<file path="config.mk">
export PLATFORM = sky130hd
export DESIGN_NAME = mult_seq
export DESIGN_NICKNAME = d
export VERILOG_FILES = /design/src/rtl/cpu_pkg.sv /design/src/rtl/mult_seq_adder.sv /design/src/rtl/mult_seq.sv
export SDC_FILE = /design/constraint.sdc
export NUM_CORES = 1
export LEC_CHECK = 0
export ABC_AREA = 1
export CAP_MARGIN = 20
export CELL_PAD_IN_SITES_DETAIL_PLACEMENT = 0
export CELL_PAD_IN_SITES_GLOBAL_PLACEMENT = 1
export CORE_MARGIN = 1
export CORE_UTILIZATION = 25
export CTS_BUF_LIST = sky130_fd_sc_hd__clkbuf_4 sky130_fd_sc_hd__clkbuf_8
export DETAILED_ROUTE_END_ITERATION = 10
export PLACE_DENSITY_LB_ADDON = 0.25
export SETUP_SLACK_MARGIN = 0.5
export SLEW_MARGIN = 0
export SYNTH_ARGS = -nofsm -noshare
export SYNTH_HDL_FRONTEND = slang
export SYNTH_HIERARCHICAL = 1
export SYNTH_SLANG_ARGS = --single-unit
</file>
<file path="constraint.sdc">
create_clock -name clk -period 20.1 [get_ports clk]
set_input_delay 4.02 -clock clk [delete_from_list [all_inputs] [get_ports clk]]
set_output_delay 4.02 -clock clk [all_outputs]
set_load 0.02 [all_outputs]
</file>
<file path="src/rtl/cpu_pkg.sv">
// Shared CPU definitions for the multicycle multiply unit: FSM encoding and
// the fixed iteration count of the shift-and-add loop.
package cpu_pkg;

  typedef enum logic [2:0] {
    IDLE   = 3'd0,
    RUN    = 3'd1,
    NEG_LO = 3'd2,
    NEG_HI = 3'd3,
    DONE   = 3'd4
  } mult_state_t;

  localparam int MULT_ITERS = 32;

endpackage

</file>
<file path="src/rtl/mult_seq_adder.sv">
// 32-bit ripple-carry adder with no carry-in and no carry-out; the multiply
// unit reconstructs the carry from the operand and sum MSBs when needed.
module mult_seq_adder #(
  parameter int WIDTH = 32
) (
  input  logic [WIDTH-1:0] i_a,
  input  logic [WIDTH-1:0] i_b,
  output logic [WIDTH-1:0] o_sum
);

  logic w_carry;

  // Bit-serial carry chain, LSB first.
  always_comb begin
    w_carry = 1'b0;
    o_sum   = '0;
    for (int i = 0; i < WIDTH; i++) begin
      o_sum[i] = i_a[i] ^ i_b[i] ^ w_carry;
      w_carry  = (i_a[i] & i_b[i]) | (w_carry & (i_a[i] ^ i_b[i]));
    end
  end

endmodule

</file>
<file path="src/rtl/mult_seq.sv">
// Multicycle MIPS MULT/MULTU: shift-and-add over one shared ripple adder,
// followed by an optional two-cycle 64-bit negation for signed results.
module mult_seq
  import cpu_pkg::*;
#(
  parameter int WIDTH = 32,
  parameter int CNT_W = 5
) (
  input  logic             clk,
  input  logic             rst_n,
  input  logic             start,
  input  logic             is_signed,
  input  logic             cancel,
  input  logic [WIDTH-1:0] op_a,
  input  logic [WIDTH-1:0] op_b,
  output logic             busy,
  output logic             done,
  output logic [WIDTH-1:0] hi,
  output logic [WIDTH-1:0] lo
);

  mult_state_t      r_state;
  mult_state_t      w_next;
  logic [WIDTH-1:0] r_hi;
  logic [WIDTH-1:0] r_lo;
  logic [WIDTH-1:0] r_mcand;
  logic [CNT_W-1:0] r_cnt;
  logic             r_neg;
  logic             r_carry_q;

  logic [WIDTH-1:0] w_add_a;
  logic [WIDTH-1:0] w_add_b;
  logic [WIDTH-1:0] w_sum;
  logic             w_cout;
  logic             w_accept;
  logic             w_last;
  logic [WIDTH-1:0] w_abs_a;
  logic [WIDTH-1:0] w_abs_b;

  assign w_accept = start & ~cancel & ((r_state == IDLE) | (r_state == DONE));
  assign w_last   = (r_cnt == CNT_W'(MULT_ITERS - 1));
  assign w_abs_a  = op_a[WIDTH-1] ? (~op_a + WIDTH'(1)) : op_a;
  assign w_abs_b  = op_b[WIDTH-1] ? (~op_b + WIDTH'(1)) : op_b;
  // The adder drops its carry; recover it from the MSBs of inputs and sum.
  assign w_cout   = (w_add_a[WIDTH-1] & w_add_b[WIDTH-1]) |
                    ((w_add_a[WIDTH-1] ^ w_add_b[WIDTH-1]) & ~w_sum[WIDTH-1]);
  assign hi       = r_hi;
  assign lo       = r_lo;

  mult_seq_adder #(.WIDTH(WIDTH)) u_adder (
    .i_a   (w_add_a),
    .i_b   (w_add_b),
    .o_sum (w_sum)
  );

  // State register.
  always_ff @(posedge clk) begin
    if (!rst_n) begin
      r_state <= IDLE;
    end else begin
      r_state <= w_next;
    end
  end

  // Next-state logic; cancel overrides everything else.
  always_comb begin
    w_next = r_state;
    if (cancel) begin
      w_next = IDLE;
    end else begin
      case (r_state)
        IDLE:    w_next = start ? RUN : IDLE;
        RUN:     w_next = w_last ? (r_neg ? NEG_LO : DONE) : RUN;
        NEG_LO:  w_next = NEG_HI;
        NEG_HI:  w_next = DONE;
        DONE:    w_next = start ? RUN : IDLE;
        default: w_next = IDLE;
      endcase
    end
  end

  // Status outputs decoded from state.
  always_comb begin
    busy = 1'b0;
    done = 1'b0;
    case (r_state)
      RUN, NEG_LO, NEG_HI: busy = 1'b1;
      DONE:                done = 1'b1;
      default: begin
        busy = 1'b0;
        done = 1'b0;
      end
    endcase
  end

  // Adder operand mux; held at zero when idle to limit toggling.
  always_comb begin
    w_add_a = '0;
    w_add_b = '0;
    case (r_state)
      RUN: begin
        w_add_a = r_hi;
        w_add_b = r_lo[0] ? r_mcand : '0;
      end
      NEG_LO: begin
        w_add_a = ~r_lo;
        w_add_b = WIDTH'(1);
      end
      NEG_HI: begin
        w_add_a = ~r_hi;
        w_add_b = {{(WIDTH-1){1'b0}}, r_carry_q};
      end
      default: begin
        w_add_a = '0;
        w_add_b = '0;
      end
    endcase
  end

  // Datapath: operand capture, shift-and-add, and two-word negation.
  always_ff @(posedge clk) begin
    if (!rst_n || cancel) begin
      r_hi      <= '0;
      r_lo      <= '0;
      r_mcand   <= '0;
      r_cnt     <= '0;
      r_neg     <= 1'b0;
      r_carry_q <= 1'b0;
    end else if (w_accept) begin
      r_mcand   <= is_signed ? w_abs_a : op_a;
      r_lo      <= is_signed ? w_abs_b : op_b;
      r_hi      <= '0;
      r_cnt     <= '0;
      r_neg     <= is_signed & (op_a[WIDTH-1] ^ op_b[WIDTH-1]);
      r_carry_q <= 1'b0;
    end else begin
      case (r_state)
        RUN: begin
          r_hi  <= {w_cout, w_sum[WIDTH-1:1]};
          r_lo  <= {w_sum[0], r_lo[WIDTH-1:1]};
          r_cnt <= r_cnt + CNT_W'(1);
        end
        NEG_LO: begin
          r_lo      <= w_sum;
          r_carry_q <= (r_lo == '0);
        end
        NEG_HI: begin
          r_hi <= w_sum;
        end
        default: begin
          r_hi <= r_hi;
          r_lo <= r_lo;
        end
      endcase
    end
  end

endmodule

</file>
==> impl_metrics.toml <==
[power]
p_int_mw = 0.328
switching_share = 0.320
pwr-share-seq = 0.464
total_power_mw = 0.483
p_sw_mw = 0.154
pwr-share-clk = 0.330
leakagePower_nw = 3.90
peakVddDrop_uv = 38.2
combPwrFrac = 0.206
powerDensity_nw_per_um2 = 49.4

[clock_tree]
numCtsBuffers = 9
postCtsSetupBuffers = 0
cts.htree.levels = 3
clockBufferDepth = 2
clock_sink_count = 106
hold_buffers = 0
path_clk_slew_ns = 0.12
insertion_delay_ns = 0.40
cts_tree = "done"
cts_root_buffer = "clkbuf_8"
postCtsResizedCells = 0

[finish]
drive_gt1_frac = 0.0342
fin_cells = 1742
n_antenna_cell = 0
final_common_cell = "nand2_1"
post-route-util = 0.317
area_delta_synth_final_pct = 24.0
num-nets-final = 1446
fillCellCount = 3433
most-common-layout-cells = "nand2_1 (326), inv_1 (143), nor2_1 (138)"
final_cell_area_um2 = 9780

[critical_path]
worst-setup-path-type = "flop to flop"
critPathMaxStageDelay_ns = 0.42
endpoint_kind = "flop"
start_kind = "flop"
critical-path-top-delay-family = "adder cells"
slowest_stage = "fa_1"
path_max_fanout = 41
regToRegSetupSlack_ns = 5.62
critPathLaunch = "r_state[0]"
arrival_ns = 14.82
reg2reg_depth = 48
path_buf_inv = 7
crit_cells = 48
r2r_end = "lo[31]"
critPathCapture = "lo[31]"
r2r_start = "r_state[0]"
cp_common_cell = "fa_1"
worstPathRequired_ns = 20.45

[grt]
antenna_found_initial = 0
grt_pass1_wl_mm = 48.7
grt_max_degree = 77
grt_pass1_vias = 8019
grt-ovfl-total = 0
grtUsageTotal = 0.195

[sta]
rsz0062_at_grt = "no"
maxSlewViolCount = 0
post-route-min-period_ns = 14.48
worstMarginPinSlew_ns = 0.881
hold_violations = 0
slew_headroom = 0.412
max_freq_ghz = 0.0691
tns_ns = 0
fin_crit_sh = 0.720
holdWs_ns = 0.477
fin_ws_ns = 5.62
setup_viol = 0
finClkSkew_ns = 0.0162

[die]
die_w_um = 180
die_area_um2 = 32300
core_um2 = 30800
die_h_um = 180
num_rows = 64
start_util = 0.256
ioPinCount = 135

[status]
violations = "DRC"
status = "finished, violations left"

[logic_synthesis]
synth-seq-cells = 106
syn_inst = 1251
avgSynthCellArea_um2 = 6.31
synthMuxAreaShare = 0
yosys.area_share.simple = 0.312
synth-async-reset-ratio = 0
synthTopCellsByArea = "dfxtp_1 (27%), nand2_1 (16%), fa_1 (7.6%), inv_1 (6.9%), nor2_1 (6.6%)"
ys_warn_count = 6
ys.flop_type = "dfxtp_1"
yosysTopAreaCellShare = 0.269
synth-adder-area-share = 0.0857
synth_area_um2 = 7890
seq_area_frac_synth = 0.269
synth_compound_area_frac = 0.216
synth_top_family_by_area = "simple AND/OR/NAND/NOR gates"
syn_nets = 1356
synthXorXnorAreaFrac = 0.00666
ys_types = 34
synth_edf_count = 0
synth.largest_area_cell = "dfxtp_1"

[routing]
avgViaCountPerCell = 4.94
route.detailed.drc = 10
vias = 8608
drt_iter0_markers = 677
drt_pass1_iterations = 11
wl_per_cell_um = 18.1
wirelength_mm = 31.5
ant_nets = 0

[hold_path]
hold_class = "flop to flop"

[placed_design]
dp_cells = 1724
place_area_um2 = 9490
place_ws_ns = 5.84
port_buffers = 134
gp_congestion = 0.929
dpl.hpwl_mm = 23.9

[flow_run]
max_cap_violations = 0
==> worst reg2reg max path: cells and delay by family (launching register included) <==
family,cells,cell delay [ns]
adder cells (fa/ha/maj),31,11.93
AND/OR/NAND/NOR,6,0.55
flip-flops,1,0.34
buffers and inverters,7,1.14
AO/OA/AOI/OAI,4,0.48
==> synthesized netlist by cell type, drive strengths merged (4+ instances only) <==
library cell,number
a31oi,31
xnor2,4
o221ai,37
nor3,14
nand3,91
o21ai,104
fa,30
nor2,141
o211ai,13
ha,6
clkbuf,26
nand2,331
nand4,10
a21oi,98
inv,150
buf,41
a221oi,6
nand3b,4
dfxtp,106
==> state kept, by name (all words and copies together) (netlist names) <==
signal     count
hi            32
lo            32
r_carry_q      1
r_cnt          5
r_mcand       32
r_neg          1
r_state        3
==> how the worst min path moves through the flow <==
stage	slack (ns)	to	start	cells past startpoint
detailed placement	0.46	r_carry_q	r_carry_q	2
CTS	0.48	r_carry_q	r_carry_q	2
global route	0.49	r_carry_q	r_carry_q	2
finish	0.48	r_carry_q	r_carry_q	2
global placement	0.45	r_cnt[3]	r_cnt[3]	2
floorplan	0.44	r_cnt[3]	r_cnt[3]	2
==> power groups by stage <==
stage          Sequential [mW]  Clock, mW  Combinational (mW)
2_1_floorplan            0.228          0              0.0535
3_3_place_gp             0.229          0              0.0977
3_5_place_dp             0.229          0              0.0981
4_1_cts                  0.224      0.163              0.0984
5_1_grt                  0.225      0.172               0.110
6_report                 0.224      0.159              0.0995
==> cells by family after synthesis <==
family                   count (synthesis)
buffers and inverters                  217
AO/OA/AOI/OAI                          292
adder cells (fa/ha/maj)                 36
AND/OR/NAND/NOR                        594
XOR/XNOR                                 6
flip-flops                             106
==> area by class of cell <==
| class | count | area (um^2) | area share |
|---|---|---|---|
| multi-input cells | 928 | 4890 | 0.500 |
| flip-flops and latches | 106 | 2120 | 0.217 |
| repair buffers | 146 | 1470 | 0.150 |
| inverters | 150 | 563 | 0.0576 |
| well taps | 396 | 495 | 0.0507 |
| clock buffers | 10 | 138 | 0.0141 |
| clock inverters | 6 | 96.3 | 0.00985 |
==> layer usage <==
metal | up-vias | GRT usage | part of all wire
li1 | 4329 | - | -
met2 | 229 | 0.327 | 0.47
met5 | - | 0 | 0
met4 | 0 | 0.0434 | 0.015
met3 | 27 | 0.0237 | 0.038
met1 | 4023 | 0.265 | 0.48
(Power assumes the default switching activity.)
